## src/rtl/fsm_eg_ab_driver_pkg.sv

```systemverilog
// Shared encodings for the fsm_eg a/b driver: target states, command codes
// and the driver's own sequencing states.
package fsm_eg_pkg;

    typedef enum logic [1:0] {
        S0 = 2'b00,
        S1 = 2'b01,
        S2 = 2'b10
    } tgt_state_e;

    typedef enum logic [1:0] {
        CMD_NOP     = 2'b00,
        CMD_STEP_A  = 2'b01,
        CMD_STEP_AB = 2'b10,
        CMD_GOTO_S0 = 2'b11
    } cmd_e;

    typedef enum logic [1:0] {
        IDLE  = 2'b00,
        DRIVE = 2'b01,
        CHECK = 2'b10
    } drv_state_e;

endpackage

```

## src/rtl/fsm_eg_ab_driver_if.sv

```systemverilog
// Command, drive and response bundle between the command source, the driver
// and the fsm_eg target.
interface fsm_eg_ab_driver_if #(
    parameter int ERR_CNT_W = 4
);
    logic                 start_amisha;
    logic [1:0]           cmd_amisha;
    logic                 y0_amisha;
    logic                 y1_amisha;
    logic                 a_amisha;
    logic                 b_amisha;
    logic                 busy_amisha;
    logic                 done_amisha;
    logic                 err_amisha;
    logic [ERR_CNT_W-1:0] err_cnt_amisha;
    logic [1:0]           state_amisha;

    modport master (
        output start_amisha, cmd_amisha, y0_amisha, y1_amisha,
        input  a_amisha, b_amisha, busy_amisha, done_amisha,
               err_amisha, err_cnt_amisha, state_amisha
    );

    modport slave (
        input  start_amisha, cmd_amisha, y0_amisha, y1_amisha,
        output a_amisha, b_amisha, busy_amisha, done_amisha,
               err_amisha, err_cnt_amisha, state_amisha
    );
endinterface

```

## src/rtl/fsm_eg_ab_driver_ref_model.sv

```systemverilog
// Combinational golden function of the fsm_eg target:
// (state, a, b) -> (next_state, expected Mealy y0, expected Moore y1).
module fsm_eg_ref_model
    import fsm_eg_pkg::*;
(
    input  tgt_state_e state,
    input  logic       a,
    input  logic       b,
    output tgt_state_e next_state,
    output logic       exp_y0,
    output logic       exp_y1
);

    always_comb begin
        next_state = S0;
        case (state)
            S0: begin
                if (a && b)  next_state = S2;
                else if (a)  next_state = S1;
                else         next_state = S0;
            end
            S1:      next_state = a ? S0 : S1;
            default: next_state = S0;
        endcase
        exp_y0 = (state == S0) && a && b;
        exp_y1 = (state == S1) || (state == S2);
    end

endmodule

```

## src/rtl/fsm_eg_ab_driver.sv

```systemverilog
// Command-driven a/b stimulus source for the fsm_eg target with a shadow
// model of its state and registered y0/y1 response checking.
module fsm_eg_ab_driver
    import fsm_eg_pkg::*;
#(
    parameter int ERR_CNT_W = 4,
    parameter bit CHECK_EN  = 1'b1
) (
    input  logic              clk_amisha,
    input  logic              reset_amisha,
    fsm_eg_ab_driver_if.slave bus
);

    drv_state_e           drv_q, drv_d;
    tgt_state_e           model_q, model_d;
    logic                 a_q, a_d;
    logic                 b_q, b_d;
    logic                 busy_q, done_q;
    logic                 err_q, err_d;
    logic [ERR_CNT_W-1:0] cnt_q, cnt_d;
    logic                 mis;

    tgt_state_e drv_next, chk_next;
    logic       drv_y0, drv_y1, chk_y0, chk_y1;

    fsm_eg_ref_model u_ref_drive (
        .state      (model_q),
        .a          (a_q),
        .b          (b_q),
        .next_state (drv_next),
        .exp_y0     (drv_y0),
        .exp_y1     (drv_y1)
    );

    // CHECK drives a=b=0, so this instance retires S2 back to S0.
    fsm_eg_ref_model u_ref_check (
        .state      (model_q),
        .a          (1'b0),
        .b          (1'b0),
        .next_state (chk_next),
        .exp_y0     (chk_y0),
        .exp_y1     (chk_y1)
    );

    logic unused_ref_outs;
    assign unused_ref_outs = &{1'b0, drv_y1, chk_y0};

    always_comb begin
        drv_d   = drv_q;
        a_d     = 1'b0;
        b_d     = 1'b0;
        model_d = model_q;
        case (drv_q)
            IDLE: begin
                if (bus.start_amisha) begin
                    drv_d = DRIVE;
                    case (cmd_e'(bus.cmd_amisha))
                        CMD_STEP_A:  a_d = 1'b1;
                        CMD_STEP_AB: begin
                            a_d = 1'b1;
                            b_d = 1'b1;
                        end
                        CMD_GOTO_S0: a_d = (model_q == S1);
                        default:     a_d = 1'b0;
                    endcase
                end
            end
            DRIVE: begin
                drv_d   = CHECK;
                model_d = drv_next;
            end
            CHECK: begin
                drv_d   = IDLE;
                model_d = chk_next;
            end
            default: drv_d = IDLE;
        endcase
    end

    // Each compare closes on a different edge, so at most one mismatch per cycle.
    always_comb begin
        mis   = 1'b0;
        err_d = err_q;
        cnt_d = cnt_q;
        if (CHECK_EN) begin
            mis = ((drv_q == DRIVE) && (bus.y0_amisha != drv_y0)) ||
                  ((drv_q == CHECK) && (bus.y1_amisha != chk_y1));
        end
        if (mis) begin
            err_d = 1'b1;
            if (!(&cnt_q)) cnt_d = cnt_q + ERR_CNT_W'(1);
        end
    end

    always_ff @(posedge clk_amisha) begin
        if (reset_amisha) begin
            drv_q   <= IDLE;
            model_q <= S0;
            a_q     <= 1'b0;
            b_q     <= 1'b0;
            busy_q  <= 1'b0;
            done_q  <= 1'b0;
            err_q   <= 1'b0;
            cnt_q   <= '0;
        end else begin
            drv_q   <= drv_d;
            model_q <= model_d;
            a_q     <= a_d;
            b_q     <= b_d;
            busy_q  <= (drv_d != IDLE);
            done_q  <= (drv_d == CHECK);
            err_q   <= err_d;
            cnt_q   <= cnt_d;
        end
    end

    assign bus.a_amisha       = a_q;
    assign bus.b_amisha       = b_q;
    assign bus.busy_amisha    = busy_q;
    assign bus.done_amisha    = done_q;
    assign bus.err_amisha     = err_q;
    assign bus.err_cnt_amisha = cnt_q;
    assign bus.state_amisha   = model_q;

endmodule

```

## src/flat_wrapper.sv

```systemverilog
// flat-port wrapper written by rule: the top's interface ports become plain ports
module fsm_eg_ab_driver_flat import fsm_eg_pkg::*;
#(
    parameter int ERR_CNT_W = 4,
    parameter bit CHECK_EN  = 1'b1
)
  (clk_amisha, reset_amisha, bus_start_amisha, bus_cmd_amisha, bus_y0_amisha, bus_y1_amisha, bus_a_amisha, bus_b_amisha, bus_busy_amisha, bus_done_amisha, bus_err_amisha, bus_err_cnt_amisha, bus_state_amisha);
  fsm_eg_ab_driver_if #(.ERR_CNT_W(ERR_CNT_W)) bus_i ();
  input  logic clk_amisha;
  input  logic reset_amisha;
  input wire logic [$bits(bus_i.start_amisha)-1:0] bus_start_amisha;
  input wire logic [$bits(bus_i.cmd_amisha)-1:0] bus_cmd_amisha;
  input wire logic [$bits(bus_i.y0_amisha)-1:0] bus_y0_amisha;
  input wire logic [$bits(bus_i.y1_amisha)-1:0] bus_y1_amisha;
  output wire logic [$bits(bus_i.a_amisha)-1:0] bus_a_amisha;
  output wire logic [$bits(bus_i.b_amisha)-1:0] bus_b_amisha;
  output wire logic [$bits(bus_i.busy_amisha)-1:0] bus_busy_amisha;
  output wire logic [$bits(bus_i.done_amisha)-1:0] bus_done_amisha;
  output wire logic [$bits(bus_i.err_amisha)-1:0] bus_err_amisha;
  output wire logic [$bits(bus_i.err_cnt_amisha)-1:0] bus_err_cnt_amisha;
  output wire logic [$bits(bus_i.state_amisha)-1:0] bus_state_amisha;
  assign bus_i.start_amisha = bus_start_amisha;
  assign bus_i.cmd_amisha = bus_cmd_amisha;
  assign bus_i.y0_amisha = bus_y0_amisha;
  assign bus_i.y1_amisha = bus_y1_amisha;
  assign bus_a_amisha = bus_i.a_amisha;
  assign bus_b_amisha = bus_i.b_amisha;
  assign bus_busy_amisha = bus_i.busy_amisha;
  assign bus_done_amisha = bus_i.done_amisha;
  assign bus_err_amisha = bus_i.err_amisha;
  assign bus_err_cnt_amisha = bus_i.err_cnt_amisha;
  assign bus_state_amisha = bus_i.state_amisha;
  fsm_eg_ab_driver #(.ERR_CNT_W(ERR_CNT_W), .CHECK_EN(CHECK_EN)) u_core (.clk_amisha(clk_amisha), .reset_amisha(reset_amisha), .bus(bus_i));
endmodule
```

## config.mk

```make
export PLATFORM = sky130hd
export DESIGN_NAME = fsm_eg_ab_driver_flat
export DESIGN_NICKNAME = d
export VERILOG_FILES = /design/src/rtl/fsm_eg_ab_driver_pkg.sv /design/src/rtl/fsm_eg_ab_driver_if.sv /design/src/rtl/fsm_eg_ab_driver_ref_model.sv /design/src/rtl/fsm_eg_ab_driver.sv /design/src/flat_wrapper.sv
export SDC_FILE = /design/constraint.sdc
export NUM_CORES = 1
export LEC_CHECK = 0
export BUFFER_PORTS_ARGS = -buffer_cell sky130_fd_sc_hd__buf_4
export CORE_MARGIN = 5
export CORE_UTILIZATION = 49
export CTS_CLUSTER_SIZE = 25
export DETAILED_ROUTE_END_ITERATION = 10
export PLACE_DENSITY = 0.73
export SETUP_SLACK_MARGIN = 0.4
export SYNTH_ARGS = -nofsm -noshare
export SYNTH_HDL_FRONTEND = slang
export SYNTH_SLANG_ARGS = --single-unit
```

## constraint.sdc

```tcl
create_clock -name clk_amisha -period 1.91 [get_ports clk_amisha]
set_input_delay 0.191 -clock clk_amisha [delete_from_list [all_inputs] [get_ports clk_amisha]]
set_output_delay 0.191 -clock clk_amisha [all_outputs]
set_load 0.005 [all_outputs]
```

==> results.txt <==
----------------------------------------------------
[Critical path]
  Reg-to-reg endpoint ... u_core.bus.err_cnt_amisha[2]$_SDFFE_PP0P_
  Worst-case register-to-register setup slack ... 420 ps
  Signal arrival time at the worst endpoint ... 1710 ps
  Crit-path slowest cell ... sky130_fd_sc_hd__mux2_4
  Crit path max fanout ... 6
  Launch point of the worst path ... u_core.bus.state_amisha[0]$_SDFFE_PP0P_
  Critical path launch point type ... flop
  WS Path Type ... flop to flop
  Crit Reg-Reg Startpoint ... u_core.bus.state_amisha[0]$_SDFFE_PP0P_
  Setup crit end ... u_core.bus.err_cnt_amisha[2]$_SDFFE_PP0P_
  Worst r2r path cells ... 6
  Critical path required time ... 2130 ps
  Cells along the critical path ... inv_2 > ha_4 > and3_4 > mux2_4 > o2111ai_2 > o211a_1
  Max incr delay on CP ... 350 ps
  Element type at the critical path end ... flop

[Cells and area]
  Post-route design area ... 972.2 um2
  Area occupied by multi-input gates ... 495.5 um2
  Sequential cell area in the final layout ... 245.2 um2
  Ant. Diodes ... 0
  Nets@finish ... 114
  Filler-free cell count of the finished design ... 112
  Fraction of the core area covered by cells at the end of the flow ... 0.7379
  Share of layout cells above drive strength 1 ... 0.4639
  Filler Cell Count ... 98
  Layout Area Growth over Synthesis ... 41.53%

[Place]
  Final RePlAce weighted congestion ... 0.7601
  Standard cell area after detailed placement ... 835.8 um2
  Placed wire-length estimate ... 1082 um
  Placed Cells ... 106
  Port buffer count ... 17
  Placement Setup Slack ... 349.2 ps

[Clock tree]
  TritonCTS clock tree ... done
  Number of buffers on the longest clock path ... 2
  Hold-fix buffers at CTS ... 0
  Clock-pin slew of the registers on the worst-case setup and hold paths ... 90 ps
  Cell chosen for the clock root ... sky130_fd_sc_hd__clkbuf_4
  Clock insertion delay at the later pin of the skew report ... 280 ps
  Cts bufs inserted ... 3
  TritonCTS Sinks ... 12
  H-Tree Depth ... 1

[Logic synthesis]
  Number of register bits inferred by synthesis ... 12
  Flip-flop cell with the highest count after synthesis ... sky130_fd_sc_hd__dfxtp_1
  Count of distinct cell types in the synthesized netlist ... 33
  Fraction of synthesis flops using an asynchronous set or reset pin ... 0
  Cell taking the most area after synthesis ... sky130_fd_sc_hd__dfxtp_1
  Sequential cell area fraction in the yosys report ... 0.3497
  Netlist area before placement ... 686.9 um2
  Synthesized net count ... 91
  Syn Area/Cell ... 9.159 um2
  Number of instances in the synthesized netlist ... 75
  Post-synth EDFFs ... 0
  Synth top area share ... 0.3497
  Largest cells by area after synthesis ... sky130_fd_sc_hd__dfxtp_1 35%, sky130_fd_sc_hd__ha_1 16%, sky130_fd_sc_hd__inv_1 4.9%
  Top cells by count, synth ... 12 x sky130_fd_sc_hd__dfxtp_1, 9 x sky130_fd_sc_hd__ha_1, 9 x sky130_fd_sc_hd__inv_1, 6 x sky130_fd_sc_hd__nand2_1
  Most numerous cell in the Yosys netlist ... sky130_fd_sc_hd__dfxtp_1
  Number of warnings printed during yosys synthesis ... 0

[Global route]
  Initial antenna violation count ... 0
  Total global routing track utilization ... 0.1600
  Overflow after GRT ... 0
  Wire length of the first global-routing pass ... 2442 um
  Maximum number of pins on one net before global-route repair ... 10
  Via count of the first global-routing pass ... 599

[Detailed routing]
  Routed len/inst ... 13.38 um
  Number of detailed-route iterations in the first pass ... 4
  DRC violations left ... 0
  Routed vias/inst ... 5.500
  Post-detailed-routing wire length ... 1499 um
  1st-iter DRT viols ... 15
  Antenna violation net count after detailed routing ... 0
  Number of vias in the routed layout ... 616

[Power and ir drop]
  Power per cell area ... 637.9 nW/um2
  Lkg Pwr ... 0.4157 nW
  Maximum vdd ir drop ... 0.0003967 V
  Total power ... 620.2 uW

[Timing]
  Final Critical Period ... 1487 ps
  Worst clock skew ... 9.467 ps
  Worst slew pin tran ... 259.1 ps
  Setup TNS ... 0 ps
  Final hold violations ... 0
  Setup repair after global routing missed its margin ... true
  Minimum hold slack ... 136.7 ps
  Max transition margin ... 0.8273
  Final-report setup violation count ... 0
  Number of max-slew violations in the final report ... 0
  Fin worst setup slack ... 422.7 ps
  Final period utilization ... 0.7787
  FMAX ... 672.3 MHz

[Run status]
  Result of the run ... complete, no violations

[Run]
  MaxCap Viol Count ... 0

[Floorplan]
  I/O pin count ... 18
  Horizontal extent of the die ... 47.44 um
  Placeable Area ... 1318 um2
  Starting density of the core ... 0.5214
  Std-Cell Rows ... 13
  Die Height ... 47.44 um
  DIE AREA ... 2251 um2

[Hold path]
  Class of the tightest hold or removal check ... primary input to flop

----------------------------------------------------
## flip-flops by register name, indices dropped and copies added, names as in the netlist
signal and cells:
u_core.bus.state_amisha 2, u_core.drv_q 1, u_core.bus.err_amisha 1, u_core.bus.b_amisha 1
u_core.bus.err_cnt_amisha 4, u_core.bus.busy_amisha 1, u_core.bus.a_amisha 1, u_core.bus.done_amisha 1
## worst min path at each step
stage	start	to	slack, ps	depth (start not counted)
floorplan	bus_start_amisha	u_core.bus.a_amisha$_SDFF_PP0_	320	2
global placement	bus_start_amisha	u_core.bus.b_amisha$_SDFF_PP0_	440	2
detailed placement	reset_amisha	u_core.bus.state_amisha[0]$_SDFFE_PP0P_	440	2
CTS	reset_amisha	u_core.bus.state_amisha[1]$_SDFFE_PP0P_	140	2
global route	reset_amisha	u_core.bus.state_amisha[0]$_SDFFE_PP0P_	140	2
finish	reset_amisha	u_core.bus.state_amisha[0]$_SDFFE_PP0P_	140	2
## layout by cell type, fill, tap and decap left out, types with 2 or more instances in the layout
cell / netlist / layout
sky130_fd_sc_hd__buf_4: 0 / 19
sky130_fd_sc_hd__nor2b_1: 3 / 2
sky130_fd_sc_hd__dfxtp_1: 12 / 8
sky130_fd_sc_hd__clkbuf_4: 0 / 3
sky130_fd_sc_hd__ha_1: 9 / 6
sky130_fd_sc_hd__dfxtp_2: 0 / 4
sky130_fd_sc_hd__inv_1: 9 / 7
sky130_fd_sc_hd__inv_2: 0 / 2
sky130_fd_sc_hd__ha_2: 0 / 2
sky130_fd_sc_hd__o311ai_2: 0 / 2
sky130_fd_sc_hd__nor2_1: 2 / 2
sky130_fd_sc_hd__nand2_1: 6 / 6
sky130_fd_sc_hd__and3_1: 3 / 3
sky130_fd_sc_hd__a21oi_1: 3 / 3
sky130_fd_sc_hd__nor3_1: 3 / 2
## power breakdown
part / total [mW] / switching, mW / internal (mW)
clock: 0.209 / 0.0932 / 0.116
sequential: 0.279 / 0.0121 / 0.267
combinational: 0.132 / 0.0622 / 0.0702
## final cells by class
cell class | instances | area share
Tap cell | 15 | 0.01931
Multi-Input combinational cell | 53 | 0.5097
Timing Repair Buffer | 19 | 0.1467
Clock buffer | 4 | 0.03732
Sequential cell | 12 | 0.2523
Inverter | 9 | 0.03475
## critical path, delay by kind of cell, from the launching register on
family	cells	cell delay, ps
muxes	1	350
DFF	1	330
AOI/OAI and AO/OA	2	320
and+or+nand+nor	1	230
adders and majority gates	1	130
buffers and inverters	1	60
## what timing repair did
action,4_1_cts,5_1_grt
pin swaps,2,9
gates resized for setup,7,14
setup endpoints to repair,4,6
buffers inserted,1,1
## routing by layer
metal,global-route usage,routed length [um],share of wire
met1,0.1822,660,0.44
met2,0.2701,725,0.48
met3,0.04511,97,0.065
met4,0.08287,17,0.011
met5,0,0,0
## cells by family after synthesis
kind of cell / share of synthesized area
AOI/OAI and AO/OA: 0.1640
xor gates and xnor gates: 0.01275
adders and majority gates: 0.1639
buffers and inverters: 0.05646
DFF: 0.3497
muxes: 0.03642
and+or+nand+nor: 0.2168
(Power assumes the default switching activity.)
